`src/rtl/phase_ctrl.sv`:
```
// phase_ctrl: multi-cycle core sequencer.
// Walks the one-hot phase bus F -> R -> X -> (M) -> W, stalls F and M on the memory
// ready handshake, halts on a decoded halt instruction or on a memory timeout, and keeps
// cycle / retired-instruction counters.
// Optional feature: define SINGLE_STEP_EN to add a `step` input and a PAUSE state after W.
module phase_ctrl #(
  parameter int unsigned WAIT_MAX = 15,  // max stall cycles in F/M before timeout; 0 = off
  parameter int unsigned CYC_W    = 32   // width of the cycles / instret counters
) (
  input  logic             clk,
  input  logic             rst,       // synchronous, active-low
  input  logic             hlt,
  input  logic             skip_m,
  input  logic             mem_rdy,
`ifdef SINGLE_STEP_EN
  input  logic             step,
`endif
  output logic             mem_req,
  output logic [4:0]       phase,
  output logic             retire,
  output logic             halted,
  output logic             timeout,
  output logic [CYC_W-1:0] cycles,
  output logic [CYC_W-1:0] instret
);

  // Stall counter only needs to reach WAIT_MAX.
  localparam int unsigned WcW       = (WAIT_MAX > 1) ? $clog2(WAIT_MAX + 1) : 1;
  localparam logic [WcW-1:0] WaitMax = WcW'(WAIT_MAX);
  localparam bit          TimeoutEn = (WAIT_MAX != 0);

  typedef enum logic [2:0] {
    StF,
    StR,
    StX,
    StM,
    StW,
    StHalt,
    StPause
  } state_e;

  state_e           state_q, state_d;
  logic [WcW-1:0]   wait_q, wait_d;
  logic             timeout_q, timeout_d;
  logic [CYC_W-1:0] cycles_q, cycles_d;
  logic [CYC_W-1:0] instret_q, instret_d;
  logic             expired;

  // Phase bus decode from the current state; HALT and PAUSE drive an all-zero bus.
  always_comb begin
    phase = 5'b00000;
    unique case (state_q)
      StF:     phase = 5'b10000;
      StR:     phase = 5'b01000;
      StX:     phase = 5'b00100;
      StM:     phase = 5'b00010;
      StW:     phase = 5'b00001;
      default: phase = 5'b00000;
    endcase
  end

  // Handshake and status outputs; mem_req is suppressed while reset is asserted so a
  // stalled access is visibly abandoned before the fresh fetch.
  always_comb begin
    mem_req = rst & (phase[4] | phase[1]);
    retire  = phase[0] | (phase[2] & hlt);
    halted  = (state_q == StHalt);
    timeout = timeout_q;
    cycles  = cycles_q;
    instret = instret_q;
  end

  // Next-state logic: phase sequencing, stall counting and timeout detection.
  always_comb begin
    state_d   = state_q;
    wait_d    = wait_q;
    timeout_d = timeout_q;
    // A ready in the final allowed stall cycle still wins over the timeout.
    expired   = TimeoutEn && ((state_q == StF) || (state_q == StM)) && !mem_rdy &&
                (wait_q == WaitMax);
    unique case (state_q)
      StF, StM: begin
        if (mem_rdy) begin
          state_d = (state_q == StF) ? StR : StW;
        end else if (expired) begin
          state_d   = StHalt;
          timeout_d = 1'b1;
        end else begin
          wait_d = wait_q + WcW'(1);
        end
      end
      StR: state_d = StX;
      StX: begin
        if (hlt) begin
          state_d = StHalt;
        end else if (skip_m) begin
          state_d = StW;
        end else begin
          state_d = StM;
          wait_d  = '0;
        end
      end
      StW: begin
`ifdef SINGLE_STEP_EN
        state_d = StPause;
`else
        state_d = StF;
        wait_d  = '0;
`endif
      end
      StHalt: state_d = StHalt;
      StPause: begin
`ifdef SINGLE_STEP_EN
        if (step) begin
          state_d = StF;
          wait_d  = '0;
        end
`else
        state_d = StF;
        wait_d  = '0;
`endif
      end
      default: begin
        // Unused encoding: restart with a fetch.
        state_d = StF;
        wait_d  = '0;
      end
    endcase
  end

  // Counter next values: cycles runs while the bus is active, instret follows retire.
  always_comb begin
    cycles_d  = cycles_q;
    instret_d = instret_q;
    if (phase != 5'b00000) begin
      cycles_d = cycles_q + CYC_W'(1);
    end
    if (retire) begin
      instret_d = instret_q + CYC_W'(1);
    end
  end

  // State and counter registers with synchronous active-low reset.
  always_ff @(posedge clk) begin
    if (!rst) begin
      state_q   <= StF;
      wait_q    <= '0;
      timeout_q <= 1'b0;
      cycles_q  <= '0;
      instret_q <= '0;
    end else begin
      state_q   <= state_d;
      wait_q    <= wait_d;
      timeout_q <= timeout_d;
      cycles_q  <= cycles_d;
      instret_q <= instret_d;
    end
  end

endmodule
```
`config.mk`:
```
export PLATFORM = sky130hd
export DESIGN_NAME = phase_ctrl
export DESIGN_NICKNAME = d
export VERILOG_FILES = /design/src/rtl/phase_ctrl.sv
export SDC_FILE = /design/constraint.sdc
export NUM_CORES = 1
export LEC_CHECK = 0
export BUFFER_PORTS_ARGS = -buffer_cell sky130_fd_sc_hd__buf_2
export CORE_ASPECT_RATIO = 1.4
export CORE_MARGIN = 1
export CORE_UTILIZATION = 35
export CTS_BUF_LIST = sky130_fd_sc_hd__clkbuf_4 sky130_fd_sc_hd__clkbuf_8
export CTS_CLUSTER_DIAMETER = 120
export CTS_CLUSTER_SIZE = 30
export DETAILED_ROUTE_END_ITERATION = 6
export MAX_ROUTING_LAYER = met4
export PLACE_DENSITY_LB_ADDON = 0.15
export SLEW_MARGIN = 20
export SYNTH_ARGS = -nofsm -noshare
export SYNTH_HDL_FRONTEND = slang
export SYNTH_SLANG_ARGS = --single-unit
```
`constraint.sdc`:
```
create_clock -name clk -period 2.1 [get_ports clk]
set_input_delay 0.21 -clock clk [delete_from_list [all_inputs] [get_ports clk]]
set_output_delay 0.21 -clock clk [all_outputs]
set_load 0.05 [all_outputs]
```
# Word-level counts from Yosys, hierarchy flattened
# Cells that the tools add are included.
# word_totals
regBits	72
latchBits	0
ram_bits	0
rom_bits	0
inputBits	5
out_inout_bits	73
wordCells	47
n_memories	0
# classes
addsub	3
n_mul	0
div_mod_pow	0
n_lt_le_gt_ge	0
n_eq_ne	11
shifts	0
mux	12
bitwise_logic	6
n_reduce_logical	10
# ops
op	count
32-bit by 1-bit adder with 32-bit output (second input constant)	2
5-bit one-hot mux with 5 select lines	1
4-bit 2-to-1 mux	4
3-bit 2-to-1 mux	5
3-bit one-hot mux with 4 select lines	1
4-bit one-hot mux with 3 select lines	1
2-bit inequality test (second input constant)	4
3-bit by 2-bit == test with 1-bit output (second input constant)	2
3-bit == test (second input constant)	2
5-bit AND reduction	1
5-bit nonzero test	1
4-bit by 1-bit adder with 4-bit output (second input constant)	1
4-bit == test (second input constant)	1
2-bit OR reduction	2
3-bit by 1-bit == test with 1-bit output (second input constant)	1
3-bit logical NOT	1
3-bit inequality test (second input constant)	1
3-bit AND reduction	1
1-bit AND	2
1-bit logical AND	2
1-bit NOT	2
1-bit bitwise OR	2
1-bit logical NOT	1
1-bit logical OR	1

# Depth between registers and ports, before layout
# depth
depth_word	7
mapped_depth	7
mapped_depth_nobuf	6

# Worst setup path after synthesis
# Ideal clock, no wire load.
# synth_path
path_type	register to register
start	register state_q[1]
end	register wait_q[2]
setup_ns	0.077
arrival_ns	2.227
required_time_ns	2.023
path_slack_ns	-0.204
stages_incl_launch_ff	6
path_buffers	1
period_less_slack_ns	2.304
cell_sequence	dfxtp_1 > clkbuf_1 > xor2_1 > nor3_1 > nand3b_1 > o22ai_1
# synth_between
elab_chain_len	6
word_cells_on_any_way	17
cone_classes	8 x eq/ne; 1 x mux; 1 x bitwise; 7 x reduce/logical
# synth_lines
element	line	text
from (decl)	42	state_e state_q, state_d;
from (signal assigned)	146	state_q <= StF;
from (signal assigned)	152	state_q <= state_d;
3-bit by 2-bit == test with 1-bit output or 3-bit logical NOT (tied branches)	79, 81	
1-bit logical OR	79	expired = TimeoutEn && ((state_q == StF) || (state_q == StM)) && !mem_rdy &&
1-bit logical AND (2 in series)	79	
2-bit inequality test (no source line)	n/a	
5-bit AND reduction (no source line)	n/a	
to (signal assigned)	153	wait_q <= wait_d;
to (decl)	43	logic [WcW-1:0] wait_q, wait_d;
# Parallel ways exist; a longest one is shown, timed or not.
# A chain may end at the register's enable or synchronous reset.

# Worst setup path in the final report
# layout_path
start	register cycles_q[16] (netlist: cycles[16])
end	register cycles_q[31] (netlist: cycles[31])
# layout_between
elab_chain_len	1
# layout_lines
element	line	text
from (decl)	45	logic [CYC_W-1:0] cycles_q, cycles_d;
from (signal assigned)	155	cycles_q <= cycles_d;
32-bit by 1-bit adder with 32-bit output	136	cycles_d = cycles_q + CYC_W'(1);
# Every way passes these cells.

==> results.py <==
metrics = {
    "global_routing": {
        "grt_pass1_wl_um": 13500,
        "grt-ovfl-total": 0,
        "grt_max_degree": 68,
        "grtUsageTotal_pct": 17.3,
        "grt_pass1_vias": 2845,
        "antenna_found_initial": 0,
    },
    "synth": {
        "synth_commonest_cells": "dfxtp_1 (72), nor2_1 (62), xor2_1 (44)",
        "synth_enable_flop_cells": 0,
        "synthDistinctLibCells": 38,
        "yosysWarnings": 0,
        "synthDominantCellAreaShare_pct": 42.6,
        "synth_area_um2": 3380,
        "yosysSeqAreaShare_pct": 42.6,
        "synthTopCellsByArea": "dfxtp_1 (43%), xor2_1 (11%), nor2_1 (6.9%)",
        "synth-seq-cells": 72,
        "synth_top_area_cell": "dfxtp_1",
        "synthArstFlopShare_pct": 0,
        "syn_inst": 402,
        "synth_most_common_cell": "dfxtp_1",
        "syn_nets": 410,
        "syn_avg_cell_area_um2": 8.41,
        "ys.flop_type": "dfxtp_1",
    },
    "clock_network": {
        "cts_buffers": 9,
        "htree_levels": 3,
        "clk_latency_ns": 0.35,
        "clk_pin_slew_ns": 0.07,
        "cts_sinks": 72,
        "post_cts_buffers": 0,
        "tritoncts": "yes",
        "root_buffer": "clkbuf_8",
        "clockBufferDepth": 2,
    },
    "placed_design": {
        "dp_hpwl_um": 5630,
        "port_buffers": 77,
        "place_ws_ns": 0.178,
        "place_congestion": 0.791,
    },
    "critical_path": {
        "required_ns": 2.38,
        "arrival_ns": 2.12,
        "cp_max_fo": 6,
        "r2r_end": "cycles[31]",
        "ff2ff_path_depth": 5,
        "critical_path.startpoint_type": "flip-flop",
        "ff2ff_setup_slack_ns": 0.26,
        "reg2reg_from": "cycles[16]",
        "critPathCaptureType": "flip-flop",
        "crit_type": "flip-flop to flip-flop",
    },
    "timing": {
        "fin_skew_ns": 0.00710,
        "report.final.hold_viol_count": 0,
        "setup_ws_ns": 0.256,
        "rsz0062_at_grt": "false",
        "fin_crit_ns": 1.84,
        "slew_headroom_pct": 71.0,
        "maxSlewViolCount": 0,
        "post-route-period-util_pct": 87.8,
        "fmax_mhz": 542,
        "setup_viol": 0,
        "holdWs_ns": 0.227,
        "max_slew.worst_pin.slew_ns": 0.433,
        "setup_tns_ns": 0,
    },
    "finish": {
        "area_growth_syn_to_layout_pct": 24.2,
        "finalNetCount": 494,
        "layout-drive-gt1-share_pct": 24.2,
        "diodes": 0,
    },
    "detailed_routing": {
        "drtIter0Drc": 127,
        "ant_nets": 0,
        "drc": 0,
        "wl_per_cell_um": 13.3,
        "route.vias.total": 3131,
        "finalWirelength_um": 8020,
        "firstDrtPassIters": 4,
        "vias_per_cell": 5.21,
    },
    "hold_path": {
        "worstHoldStart": "rst",
        "hold_class": "primary input to flip-flop",
        "worstHoldEndpoint": "wait_q[1]",
        "whs_path_depth": 3,
    },
    "run": {
        "cap_viol_max_count": 0,
    },
    "floorplan": {
        "die_h_um": 118,
        "rows": 42,
        "initial_core_util_pct": 36.0,
        "dieArea_um2": 10100,
        "pin_count": 78,
        "die_w_um": 85.1,
        "core-area_um2": 9410,
    },
    "outcome": {
        "status": "complete, no violations",
    },
    "power": {
        "ir_drop_mv": 0.423,
        "p_per_area_nw_per_um2": 892,
        "leakage_nw": 1.84,
    },
}
per-layer routing:
metal / global-route usage, % / vias up / part of all wire (%)
met1: 20.4 / 1474 / 45
met5: - / - / 0
met2: 27.5 / 78 / 49
met3: 5.52 / 7 / 5.3
met4: 6.04 / 0 / 0.95
li1: - / 1572 / -
state kept, by name, summed over array words and instances (netlist names):
| name | flops |
|---|---|
| instret | 32 |
| cycles | 32 |
| wait_q | 4 |
| state_q | 3 |
| timeout | 1 |
power by group:
group	internal [mW]	leakage (nW)	switching [mW]
sequential	1.43	0.583	0.0655
clock	0.732	0.119	0.522
combinational	0.297	1.14	0.701
total	2.46	1.84	1.29
worst max-delay path, stage by stage, from the launching register on:
cell     delay, ns
dfxtp_1       0.41
nand4_1       0.22
nor4_4        0.45
nand3_1       0.19
or3_1         0.38
a21oi_1       0.14
worst max-delay path by stage:
stage	from	slack [ns]	cells past startpoint	end
CTS	cycles[16]	0.15	5	cycles[31]
floorplan	cycles[4]	0.003	7	cycles[25]
detailed placement	cycles[16]	0.18	5	cycles[31]
global route	cycles[16]	0.07	5	cycles[31]
finish	cycles[16]	0.26	5	cycles[31]
global placement	cycles[16]	0.25	5	cycles[31]
cell families after synthesis:
logic type / synth area share, %
AO/OA/AOI/OAI: 7.40
XOR/XNOR: 12.9
adder cells (fa/ha/maj): 1.11
buffers and inverters: 3.14
flip-flops: 42.6
multiplexers: 1.48
AND/OR/NAND/NOR: 31.3
layout make-up:
| type | instances | area, um2 |
|---|---|---|
| Clock buffer | 11 | 151 |
| Clock inverter | 5 | 78.8 |
| Fill cell | 942 | 5200 |
| Inverter | 8 | 30.0 |
| Multi-Input combinational cell | 303 | 1850 |
| Sequential cell | 72 | 1450 |
| Tap cell | 110 | 138 |
| Timing Repair Buffer | 92 | 510 |
layout by cell type (no fill, tap or decap), types with 2 or more instances in the layout:
cell	count
and3_1	13
nor4_1	3
ha_1	3
dfxtp_1	69
a21oi_1	18
or3_1	12
mux2i_1	5
nand2b_1	3
buf_4	14
nor2_1	62
nand4_1	33
nor3_1	6
and4_1	7
nand3_1	25
inv_1	7
bufinv_16	2
clkbuf_8	11
dfxtp_2	3
clkinv_2	2
buf_2	77
xnor2_1	6
xor2_1	44
o21ai_0	16
and2_1	4
nand2_1	25
what timing repair did:
| action | in CTS | in global routing |
|---|---|---|
| endpoints found under the setup margin | 0 | 1 |
| hold buffers | 0 | 0 |
| hold endpoints to repair | 0 | 0 |
| resized for setup | 0 | 1 |
stage by stage:
stage / instances / area [um2] / utilization, % / total power [mW]
2_1_floorplan: 402 / 3390 / - / 2.31
3_3_place_gp: 585 / 3960 / 42.1 / 2.53
3_5_place_dp: 585 / 3960 / 42.1 / 2.53
4_1_cts: 601 / 4190 / 44.6 / 3.81
5_1_grt: 601 / 4200 / 44.7 / 3.98
6_report: 601 / 4200 / 44.7 / 3.75
Power figures use the tool's default switching activity.
